`src/rtl/suhasm_fa_pkg.sv`:
```
// Shared constants for the suhasm full-adder tile: ui/uo bit positions, counter width, mode encoding.
package suhasm_fa_pkg;

    localparam int CNT_W    = 4;

    localparam int A_BIT    = 0;
    localparam int B_BIT    = 1;
    localparam int CIN_BIT  = 2;
    localparam int MODE_BIT = 3;
    localparam int CLR_BIT  = 4;

    localparam int SUM_BIT   = 0;
    localparam int COUT_BIT  = 1;
    localparam int CARRY_BIT = 2;
    localparam int VALID_BIT = 3;
    localparam int CNT_LSB   = 4;

    typedef enum logic {
        MODE_PAR = 1'b0,
        MODE_SER = 1'b1
    } mode_e;

endpackage

```
`src/rtl/suhasm_full_adder_fa_cell.sv`:
```
// Purely combinational 1-bit full adder cell.
module fa_cell (
    input  logic a,
    input  logic b,
    input  logic ci,
    output logic s,
    output logic co
);

    assign s  = a ^ b ^ ci;
    assign co = (a & b) | (a & ci) | (b & ci);

endmodule

```
`src/rtl/suhasm_full_adder.sv`:
```
// Tile top: registered 1-bit full adder with parallel and LSB-first bit-serial modes.
// Optional SUM_HISTORY_EN drives an 8-bit sum history shift register onto uio_out.
module suhasm_full_adder
    import suhasm_fa_pkg::*;
(
    input  logic       clk,
    input  logic       rst,
    input  logic       ena,
    input  logic [7:0] ui_in,
    output logic [7:0] uo_out,
    input  logic [7:0] uio_in,
    output logic [7:0] uio_out,
    output logic [7:0] uio_oe
);

    logic             sum_q;
    logic             cout_q;
    logic             carry_q;
    logic             valid_q;
    logic [CNT_W-1:0] cnt_q;

    mode_e mode;
    logic  clr;
    logic  ci;
    logic  sum_next;
    logic  cout_next;

    assign mode = mode_e'(ui_in[MODE_BIT]);
    assign clr  = ui_in[CLR_BIT];

    // Serial mode chains the stored carry; clr restarts the stream at bit 0.
    always_comb begin
        ci = ui_in[CIN_BIT];
        if (mode == MODE_SER) begin
            ci = clr ? 1'b0 : carry_q;
        end
    end

    fa_cell u_fa (
        .a  (ui_in[A_BIT]),
        .b  (ui_in[B_BIT]),
        .ci (ci),
        .s  (sum_next),
        .co (cout_next)
    );

    always_ff @(posedge clk) begin
        if (rst) begin
            sum_q   <= 1'b0;
            cout_q  <= 1'b0;
            carry_q <= 1'b0;
            valid_q <= 1'b0;
            cnt_q   <= '0;
        end else if (ena) begin
            sum_q   <= sum_next;
            cout_q  <= cout_next;
            valid_q <= 1'b1;
            if (mode == MODE_SER) begin
                carry_q <= cout_next;
                cnt_q   <= clr ? CNT_W'(1) : cnt_q + CNT_W'(1);
            end else begin
                carry_q <= 1'b0;
                cnt_q   <= '0;
            end
        end
    end

    assign uo_out[SUM_BIT]   = sum_q;
    assign uo_out[COUT_BIT]  = cout_q;
    assign uo_out[CARRY_BIT] = carry_q;
    assign uo_out[VALID_BIT] = valid_q;

    generate
        for (genvar gi = 0; gi < CNT_W; gi++) begin : g_cnt_out
            assign uo_out[CNT_LSB+gi] = cnt_q[gi];
        end
    endgenerate

`ifdef SUM_HISTORY_EN
    logic [7:0] hist_q;

    // Newest sum enters at bit 0, so a finished 8-bit stream reads bit-reversed.
    always_ff @(posedge clk) begin
        if (rst) begin
            hist_q <= '0;
        end else if (ena) begin
            hist_q <= {hist_q[6:0], sum_next};
        end
    end

    assign uio_out = hist_q;
    assign uio_oe  = 8'hFF;
`else
    assign uio_out = 8'h00;
    assign uio_oe  = 8'h00;
`endif

    logic unused_ok;
    assign unused_ok = &{1'b0, ui_in[7:5], uio_in, 1'b0};

endmodule

```
`config.mk`:
```
export PLATFORM = sky130hd
export DESIGN_NAME = suhasm_full_adder
export DESIGN_NICKNAME = d
export VERILOG_FILES = /design/src/rtl/suhasm_fa_pkg.sv /design/src/rtl/suhasm_full_adder_fa_cell.sv /design/src/rtl/suhasm_full_adder.sv
export SDC_FILE = /design/constraint.sdc
export NUM_CORES = 1
export LEC_CHECK = 0
export CELL_PAD_IN_SITES_DETAIL_PLACEMENT = 1
export CELL_PAD_IN_SITES_GLOBAL_PLACEMENT = 2
export CORE_MARGIN = 10
export CORE_UTILIZATION = 15
export CTS_BUF_LIST = sky130_fd_sc_hd__clkbuf_16
export DETAILED_ROUTE_END_ITERATION = 16
export HOLD_SLACK_MARGIN = 0.03
export PLACE_DENSITY = 0.86
export SLEW_MARGIN = 15
export SYNTH_ARGS = -nofsm -noshare
export SYNTH_HDL_FRONTEND = slang
export SYNTH_SLANG_ARGS = --single-unit
```
`constraint.sdc`:
```
create_clock -name clk -period 1.7 [get_ports clk]
set_input_delay 0.255 -clock clk [delete_from_list [all_inputs] [get_ports clk]]
set_output_delay 0.255 -clock clk [all_outputs]
set_load 0.02 [all_outputs]
```
; ---- Yosys cells after proc, flatten, opt, wreduce, memory -nomap -nowiden
; Index checks and enable logic that the tools add are counted.
[totals]
reg_bits = 8
inputBits = 19
output_inout_bits = 24
wordCells = 18
[classes]
mux = 5
addsub = 1
bitwise = 7
[ops]
columns = op, n
row1 = $mux 4, 2
row2 = $add 4x1->4 const B, 1
row3 = $and 1x1->1, 3
row4 = $mux 1, 3
row5 = $or 1x1->1, 2
row6 = $xor 1x1->1, 2

; ---- Longest topological paths before layout
[depth]
ltp_word = 6
depth_mapped = 6
mapped_depth_nobuf = 6

; ---- Modules after synthesis
; From an unflattened synthesis, not the netlist that was laid out.
[hier_totals]
cells_unflattened = 62
area_unflattened_um2 = 520.5
[modules_own_cells]
columns = mod, area_per_inst_um2, n_inst, cells_each, seq_area_each_um2
row1 = suhasm_full_adder, 500.5, 1, 61, 160.2
row2 = fa_cell, 20.0, 1, 1, 0.0

; ---- Worst setup path before layout
; Ideal clock, no wire load.
[synth_timing]
kind = register to register
from = register carry_q
to = register carry_q
path_buffers = 0
period_less_slack_ns = 1.349
arrival_time_ns = 1.279
path_slack_ns = 0.351
stages_incl_launch_ff = 7
setup_time_ns = 0.070
required_ns = 1.630
cell_sequence = dfxtp_1 > nand2_1 > nor2_1 > a21oi_1 > fa_1 > or3_1 > a21oi_1
[synth_via]
elab_chain_cells = 6
elab_cells_between_ends = 7
cone_classes = 3 x mux / 4 x bitwise
[synth_rtl]
columns = element, line
row1 = "start, declared", suhasm_full_adder.sv:18  ; logic carry_q;
row2 = "start signal, assigned", suhasm_full_adder.sv:59  ; carry_q <= cout_next;
row3 = $mux 1 (*), suhasm_full_adder.sv:35  ; ci = clr ? 1'b0 : carry_q;
row4 = $mux 1 (*), suhasm_full_adder.sv:34  ; if (mode == MODE_SER) begin
row5 = $and 1x1->1, suhasm_full_adder_fa_cell.sv:11  ; assign co = (a & b) | (a & ci) | (b & ci);
row6 = $or 1x1->1, suhasm_full_adder_fa_cell.sv:11
row7 = $or 1x1->1 (*), suhasm_full_adder_fa_cell.sv:11
row8 = $mux 1 (*), suhasm_full_adder.sv:58  ; if (mode == MODE_SER) begin
; Every way passes the cells marked *; elsewhere a longest branch is shown, timed or not.
; A chain may end at the register's enable or synchronous reset.

; ---- Worst setup path after layout
[layout_timing]
from = input ui_in[4]
to = register carry_q
[layout_via]
elab_chain_cells = 6
elab_cells_between_ends = 7
cone_classes = 3 x mux / 4 x bitwise
[layout_rtl]
columns = element, line
row1 = "start, declared", suhasm_full_adder.sv:9  ; input logic [7:0] ui_in,
row2 = $mux 1 (*), suhasm_full_adder.sv:35
row3 = $mux 1 (*), suhasm_full_adder.sv:34
row4 = $and 1x1->1, suhasm_full_adder_fa_cell.sv:11
row5 = $or 1x1->1, suhasm_full_adder_fa_cell.sv:11
row6 = $or 1x1->1 (*), suhasm_full_adder_fa_cell.sv:11
row7 = $mux 1 (*), suhasm_full_adder.sv:58
; Marks and branches as above.

==> metrics <==
Worst Path Class, Setup input port to flip-flop; crit-path cells clkdlybuf4s50_1 > nor2_1 > a21oi_1 > fa_1 > or3_1 > a21oi_1; Synth Area in Adders 0.0616; simple-gate share of the synthesized area 0.149; Hold Path Class flip-flop to flip-flop; sequential share of the synthesized area 0.303; Port Buffers 15; Logic pwr share 0.163; Root Driver clkbuf_16; sequential power share 0.285; Synth Register Bits 8; Layout Nets 104; total CTS buffers 3; leading post-synthesis cells by cell area dfxtp_1, buf_4, a21oi_1; Slowest-stage cell, CP clkdlybuf4s50_1; clk sinks 8; largest family of logic cells by synthesized area buffers and inverters; Die Footprint 6290 um2; initial antenna violation count 0; die width 79.3 um; CP peak stage delay 0.43 ns; Fill cells 435; pre-CTS setup slack -0.252 ns; Post-DRT Antenna Nets 0; Critical Path End Type flip-flop; H-tree depth 1; overall routing resource usage 0.0491; Sw Pwr 0.166 mW; cell mode on critical path a21oi_1; CTS max path bufs 2; I/O pin cnt 43; Synth Area in Compound Gates 0.114; Syn Inst Count 65; most common library cells after synthesis buf_4, dfxtp_1; Int Power 0.545 mW; Layout area overhead 39.8%; Distinct cells, synth 20; top sig layer met4; Top FF cell, synth dfxtp_1; CP arrival 1.75 ns; core area 3360 um2; Initial Utilization 0.157; Antenna Cells 0; mux cell area share after synthesis 0; period utilisation layout 0.935; final hold vios 0; Max-Cap Viols 0; top-count cell post-synth buf_4; WL per Instance 11.1 um; CTS tree built; met3 wire len 109 um; Placer Congestion 0.618; synthesized area per cell 8.12 um2; Synth warnings 0; Reg clk slew, reported paths 0.04 ns; HPWL after DPL 1.20 mm; Worst Path Required 1.86 ns; drt initial violations 12; mapped cell area 528 um2; largest net degree at the start of global routing 9; first-pass GRT wire length 2.38 mm; final setup fails 0; Post-synth EDFFs 0; total grt overflow 0; cell type with the largest total area after synthesis dfxtp_1; Placed Instances 124; row count 21; Util after Layout 0.219; FFs w/ async S/R, synth 0; startpoint type of the worst setup path input port; switching part of the total 0.234; clk_skew 0.0000997 ns; WL met2 667 um; first-pass detailed-route iteration total 3; DRT Wirelength 1.41 mm; Final min period 1.59 ns; Fmax achieved 629 MHz; vias 416; crit-path max FO 2; fin. max-slew vios 0; power per cell area 963 nW/um2; DRC Markers 0; Vias/cell 3.28; RSZ-0062 raised after global routing no; met1 wire length 611 um; Clock power frac 0.552; leakage power total 0.307 nW; die height 79.3 um; PnR worst setup slack 0.111 ns; status finished clean; number of global-route vias before repair 507; post-route insts no fill 127; later-pin clock latency in the skew report 0.23 ns; top cell type's share of synthesized area 0.303; Max VDD drop 0.000332 V; xor and xnor area share after synthesis 0.0166; layout cells sized above 1 0.0988
[cell type report]
class	instances	area, um2	area share
clock buffers	3	75.1	0.102
inverters	5	18.8	0.0254
multi-input cells	45	240	0.325
flip-flops and latches	8	160	0.217
well taps	46	57.6	0.0780
repair buffers	20	186	0.253
[sequential cells by signal (all words and copies together), names as in the netlist]
signal and count:
cnt_q 4, carry_q 1, cout_q 1, sum_q 1, valid_q 1
[cells in the final DEF (no fill, tap or decap), types with 2 or more instances in the layout]
cell type,n
clkdlybuf4s50_1,14
nor2_1,5
clkbuf_16,3
inv_1,5
a211oi_1,3
conb_1,16
or3_1,2
a21oi_1,5
nand2_1,5
buf_4,5
dfxtp_1,8
[kinds of logic after synthesis]
logic type / Yosys count
flip-flops: 8
XOR/XNOR: 1
adder cells (fa/ha/maj): 2
buffers and inverters: 27
other: 1
AND/OR/NAND/NOR: 16
AO/OA/AOI/OAI: 10
[worst paths after layout]
| path | from | end | slack (ns) | cells after the start |
|---|---|---|---|---|
| min reg2reg | valid_q$_SDFFE_PP0P_ | valid_q$_SDFFE_PP0P_ | 0.46 | 2 |
| max reg2reg | carry_q$_SDFFE_PP0P_ | carry_q$_SDFFE_PP0P_ | 0.19 | 6 |
| max | ui_in[4] | carry_q$_SDFFE_PP0P_ | 0.11 | 6 |
| min | valid_q$_SDFFE_PP0P_ | valid_q$_SDFFE_PP0P_ | 0.46 | 2 |
[stage by stage]
step           hold WS (ns)  area (um2)  setup TNS [ns]  power, mW
5_1_grt               0.507         738               0      0.752
2_1_floorplan         0.432         584               0      0.308
6_report              0.465         738               0      0.711
3_3_place_gp          0.456         664          -0.267      0.318
3_5_place_dp          0.461         664          -0.449      0.321
4_1_cts               0.471         738               0      0.722
[worst max-delay path: cells and delay by family]
family / cells / cell delay, ns
compound gates: 2 / 0.22
fa+ha+maj: 1 / 0.39
buf+inv: 1 / 0.43
simple gates: 2 / 0.45
[power groups by stage]
| stage | sequential (mW) | clock (mW) | combinational (mW) |
|---|---|---|---|
| after floorplan | 0.206 | 0 | 0.102 |
| after global placement | 0.205 | 0 | 0.113 |
| after detailed placement | 0.205 | 0 | 0.116 |
| after CTS | 0.203 | 0.404 | 0.116 |
| after global routing | 0.204 | 0.420 | 0.128 |
| final | 0.202 | 0.393 | 0.116 |
[routing by layer]
metal / up-vias / track usage
li1: 206 / -
met1: 186 / 0.0511
met2: 20 / 0.0775
met3: 4 / 0.0270
met4: 0 / 0.0269
met5: - / 0
[what timing repair did]
item	CTS	global route
setup endpoints to repair	1	0
resized for setup	1	0
buffers inserted	0	0
endpoints found under the hold margin	0	0
hold buffers	0	0
No activity file was read; power rests on OpenSTA's default activity.
